===== config.mk =====
export PLATFORM = sky130hd
export DESIGN_NAME = muxn_reg_scan
export DESIGN_NICKNAME = d
export VERILOG_FILES = /design/src/rtl/muxn_reg_scan_pkg.sv /design/src/rtl/muxn_reg_scan_cell.sv /design/src/rtl/muxn_reg_scan.sv
export SDC_FILE = /design/constraint.sdc
export NUM_CORES = 1
export LEC_CHECK = 0
export ABC_AREA = 1
export BUFFER_PORTS_ARGS = -buffer_cell sky130_fd_sc_hd__buf_2
export CORE_MARGIN = 4
export CORE_UTILIZATION = 44
export DETAILED_ROUTE_END_ITERATION = 8
export PLACE_DENSITY = 0.81
export SYNTH_ARGS = -nofsm -noshare
export SYNTH_HDL_FRONTEND = slang
export SYNTH_HIERARCHICAL = 1
export SYNTH_SLANG_ARGS = --single-unit

===== constraint.sdc =====
create_clock -name clock -period 1.75 [get_ports clock]
set_clock_uncertainty 0.1 [all_clocks]
set_input_delay 0 -clock clock [delete_from_list [all_inputs] [get_ports clock]]
set_output_delay 0 -clock clock [all_outputs]
set_load 0.05 [all_outputs]

===== src/rtl/muxn_reg_scan_pkg.sv =====
// Shared definitions for the N-input registered selector: capture-mode encoding
// and the 2:1 cell used to build the selection tree.
package muxn_reg_scan_pkg;

    typedef enum logic {
        MODE_DIRECT = 1'b0,
        MODE_SCAN   = 1'b1
    } mode_e;

    function automatic logic mux2(input logic sel, input logic a0, input logic a1);
        logic y;
        if (sel) begin
            y = a1;
        end else begin
            y = a0;
        end
        return y;
    endfunction

endpackage


===== src/rtl/muxn_reg_scan_cell.sv =====
// One-bit INPUTS:1 selector built as a balanced tree of 2:1 cells; stage 0 is
// the raw inputs and each later stage halves the width using one select bit.
module muxn_cell
    import muxn_reg_scan_pkg::*;
#(
    parameter  int INPUTS = 4,
    localparam int SEL_W  = $clog2(INPUTS)
) (
    input  logic [INPUTS-1:0] din,
    input  logic [SEL_W-1:0]  sel,
    output logic              dout
);

    genvar s, j;
    generate
        for (s = 0; s <= SEL_W; s++) begin : g_stage
            logic [(INPUTS >> s)-1:0] node_s;
            if (s == 0) begin : g_leaf
                assign node_s = din;
            end else begin : g_mux
                // Neighbouring pairs differ in select bit s-1, so that bit picks the pair member.
                for (j = 0; j < (INPUTS >> s); j++) begin : g_node
                    assign node_s[j] = mux2(sel[s-1],
                                            g_stage[s-1].node_s[2*j],
                                            g_stage[s-1].node_s[2*j+1]);
                end
            end
        end
    endgenerate

    assign dout = g_stage[SEL_W].node_s[0];

endmodule


===== src/rtl/muxn_reg_scan.sv =====
// Registered N:1 channel selector with valid/ready output handshake and a
// round-robin scan mode driven by an internal channel counter.
module muxn_reg_scan
    import muxn_reg_scan_pkg::*;
#(
    parameter  int BITS   = 3,
    parameter  int INPUTS = 4,
    localparam int SEL_W  = $clog2(INPUTS)
) (
    input  logic                     clock,
    input  logic                     reset,
    input  logic                     enable,
    input  logic                     mode,
    input  logic [SEL_W-1:0]         select,
    input  logic [INPUTS*BITS-1:0]   in_bus,
    output logic [BITS-1:0]          out,
    output logic [SEL_W-1:0]         out_sel,
    output logic                     out_valid,
    input  logic                     out_ready,
    output logic                     out_wrap
);

    localparam logic [SEL_W-1:0] SEL_ONE  = SEL_W'(1);
    localparam logic [SEL_W-1:0] LAST_IDX = SEL_W'(INPUTS - 1);

    logic [BITS-1:0]  out_r,       out_nxt_s;
    logic [SEL_W-1:0] out_sel_r,   out_sel_nxt_s;
    logic             out_valid_r, out_valid_nxt_s;
    logic             out_wrap_r,  out_wrap_nxt_s;
    logic [SEL_W-1:0] cnt_r,       cnt_nxt_s;

    logic             accept_s;
    logic             scan_s;
    logic [SEL_W-1:0] idx_s;
    logic [BITS-1:0]  mux_s;

    // Channel index source: internal counter in scan mode, external select otherwise.
    always_comb begin
        scan_s = 1'b0;
        idx_s  = select;
        case (mode_e'(mode))
            MODE_SCAN: begin
                scan_s = 1'b1;
                idx_s  = cnt_r;
            end
            MODE_DIRECT: begin
                scan_s = 1'b0;
                idx_s  = select;
            end
            default: begin
                scan_s = 1'b0;
                idx_s  = select;
            end
        endcase
    end

    assign accept_s = enable && (!out_valid_r || out_ready);

    // One selection tree per data bit; column b gathers bit b of every channel.
    genvar b, k;
    generate
        for (b = 0; b < BITS; b++) begin : g_bit
            logic [INPUTS-1:0] col_s;
            for (k = 0; k < INPUTS; k++) begin : g_col
                assign col_s[k] = in_bus[k*BITS + b];
            end
            muxn_cell #(
                .INPUTS (INPUTS)
            ) u_cell (
                .din  (col_s),
                .sel  (idx_s),
                .dout (mux_s[b])
            );
        end
    endgenerate

    // Next-state: capture on accept, retire on consume, otherwise hold everything.
    always_comb begin
        out_nxt_s       = out_r;
        out_sel_nxt_s   = out_sel_r;
        out_valid_nxt_s = out_valid_r;
        out_wrap_nxt_s  = out_wrap_r;
        cnt_nxt_s       = cnt_r;
        if (accept_s) begin
            out_nxt_s       = mux_s;
            out_sel_nxt_s   = idx_s;
            out_valid_nxt_s = 1'b1;
            out_wrap_nxt_s  = scan_s && (idx_s == LAST_IDX);
            // Counter follows the captured channel so scan resumes after a direct pick.
            cnt_nxt_s       = idx_s + SEL_ONE;
        end else if (out_valid_r && out_ready) begin
            out_valid_nxt_s = 1'b0;
            out_wrap_nxt_s  = 1'b0;
        end else begin
            out_valid_nxt_s = out_valid_r;
            out_wrap_nxt_s  = out_wrap_r;
        end
    end

    // Output and counter registers; reset drops any held word.
    always_ff @(posedge clock or negedge reset) begin
        if (!reset) begin
            out_r       <= {BITS{1'b0}};
            out_sel_r   <= {SEL_W{1'b0}};
            out_valid_r <= 1'b0;
            out_wrap_r  <= 1'b0;
            cnt_r       <= {SEL_W{1'b0}};
        end else begin
            out_r       <= out_nxt_s;
            out_sel_r   <= out_sel_nxt_s;
            out_valid_r <= out_valid_nxt_s;
            out_wrap_r  <= out_wrap_nxt_s;
            cnt_r       <= cnt_nxt_s;
        end
    end

    assign out       = out_r;
    assign out_sel   = out_sel_r;
    assign out_valid = out_valid_r;
    assign out_wrap  = out_wrap_r;

endmodule


==> flow_summary.ini <==
[outcome]
run_status = finished, final reports clean

[timing]
tns_ps = 0
slew_headroom_pct = 76.7
min_period_ps = 1460
rsz0062_at_grt = no
whs_ps = 3.47
maxSlewViolCount = 0
fmax_mhz = 686
setup_viol = 0
period_share_pct = 83.3
worst_pin_slew_ps = 349
hold_violations = 0

[detailed_routing]
viasPerCell = 4.64
route.detailed.drc = 0
firstDrtPassIters = 4
ant_nets = 0
drtIter0Drc = 17
routed_wl_mm = 1.47
vias = 654
wire_per_inst_um = 10.4

[cts]
clk_pin_slew_ps = 60
cts-resized-gates = 0
cts_buffers = 3
root_buffer = clkbuf_4
cts.sinks = 9
cts_tree = built
cts_setup_buffers = 0
htree_levels = 1
cts_buffer_depth = 2
ctsHoldBuffers = 4
clock_insertion_delay_worst_skew_ps = 260

[setup_path]
critPathLaunch = mode
reg2reg_setup_slack_ps = 360
required_ps = 1810
crit_path_end = cnt_r[1]
start_kind = input pin
cp_max_fo = 11
crit_type = input pin to flip-flop
r2r-end = cnt_r[1]
reg2regPathDepth = 5
reg2reg_from = cnt_r[0]
critical_path_arrival_ps = 1510
crit_path_end_kind = flip-flop

[power_and_ir_drop]
power.internal_mw = 0.415
pwr-share-clk_pct = 23.3
comb_power_share_pct = 39.3
p_sw_mw = 0.297
power.total_mw = 0.712
seqPwrFrac_pct = 37.4
powerDensity_nw_per_um2 = 908
p_leak_nw = 0.528
switching_share_pct = 41.7
max-vdd-ir-drop_mv = 0.380

[grt]
grtUsageTotal_pct = 16.0
grt_pass1_vias = 580
grt_max_degree = 12
gr-total-overflow = 0
grt_pass1_wl_mm = 2.31
antenna_found_initial = 0

[yosys]
synth_top_cell_by_area = dfrtp_1
synth_fp_nets = 114
ys_types = 9
synthMostInstantiatedCell = nand2_1
synth-seq-cells = 9
avgSynthCellArea_um2 = 6.12
ys_seq_area_share_pct = 39.1
synth_edf_count = 0
synth.top_cells.by_count = 46 x nand2_1, 23 x inv_1, 11 x nand3_1
synth_flop_cell = dfrtp_1
synthesis.area_um2 = 576
synth.area.top_cells = dfrtp_1 39%, nand2_1 30%, inv_1 15%, nand3_1 9.6%, ha_1 2.2%
yosysTopAreaCellShare_pct = 39.1
syn_inst = 94
async_reset_ff_share_pct = 100
ys_warn_count = 6

[cells_and_area]
antennaDiodeCount = 0
area_growth_pct = 36.3
fin_nets = 148
nFillCells = 124
fin_area_um2 = 785
multiInputGateArea_um2 = 260
register_area_um2 = 225
drive_above_1_share_pct = 24.4

[placed_design]
routabilityCongestion = 0.804
postPlaceCellArea_um2 = 718
hpwl_mm = 1.11
port_buffers = 25

[die]
initial_core_util_pct = 49.1
die_height_um = 44.2
die-area_um2 = 1950
die_w_um = 44.2
core_um2 = 1170
rows = 12
io_pins = 26

[flow_run]
drv_cap = 0

[hold_path]
worst_hold_path_type = input pin to flip-flop
worst max-delay path, stage by stage:
cell,delay (ps)
dlygate4sd3_1,520
buf_2,150
inv_1,80
nand2_1,60
nand2_1,270
ha_1,290
nand3_1,80
nand2_1,60
state kept, by name, summed over array words and instances (netlist names):
| register | count |
|---|---|
| cnt_r | 2 |
| out | 3 |
| out_sel | 2 |
| out_valid | 1 |
| out_wrap | 1 |
cells in the final DEF, fill, tap and decap left out, drive strengths merged:
cell type / instances
a21oi: 1
nand2: 47
ha: 1
dlygate4sd3: 4
nand3: 11
o21ai: 1
clkbuf: 4
dfrtp: 9
buf: 25
inv: 24
kinds of logic after synthesis:
logic type      count (synthesis)  share of synthesized area, %
compound gates                  2                          2.39
fa+ha+maj                       1                          2.17
buf+inv                        24                          15.7
flops                           9                          39.1
simple gates                   58                          40.7
worst min-delay path by stage:
stage                 endpoint  cells after the start      start
floorplan             cnt_r[0]                      0      reset
global placement      out_wrap                      1      reset
detailed placement  out_sel[0]                      1      reset
CTS                   cnt_r[0]                      6  select[0]
global route          cnt_r[0]                      6  select[0]
finish                cnt_r[0]                      6  select[0]
layout make-up:
class                      count  area share, %
clock buffer                   4           3.35
inverter                      24           11.5
multi-input combinational     61           33.2
sequential                     9           28.7
tap                           14           2.23
timing repair buffer          29           21.1
power by group through the flow:
stage          clock [mW]  combinational (mW)  sequential [mW]
2_1_floorplan           0               0.103            0.360
3_3_place_gp            0               0.267            0.266
3_5_place_dp            0               0.274            0.271
4_1_cts             0.164               0.283            0.266
5_1_grt             0.177               0.308            0.272
6_report            0.166               0.280            0.266
stage by stage:
step                util [%]  instances  worst slack (ps)
floorplan                  -         94               404
global placement        61.3        133               429
detailed placement      61.3        133               373
CTS                     67.0        141               296
global route            67.0        141               178
finish                  67.0        141               292
routing by layer:
| layer | GRT usage (%) | routed length (µm) |
|---|---|---|
| met1 | 15.8 | 575 |
| met2 | 31.7 | 774 |
| met3 | 3.66 | 96 |
| met4 | 5.42 | 21 |
| met5 | 0 | 0 |
No activity file was read; power rests on OpenSTA's default activity.
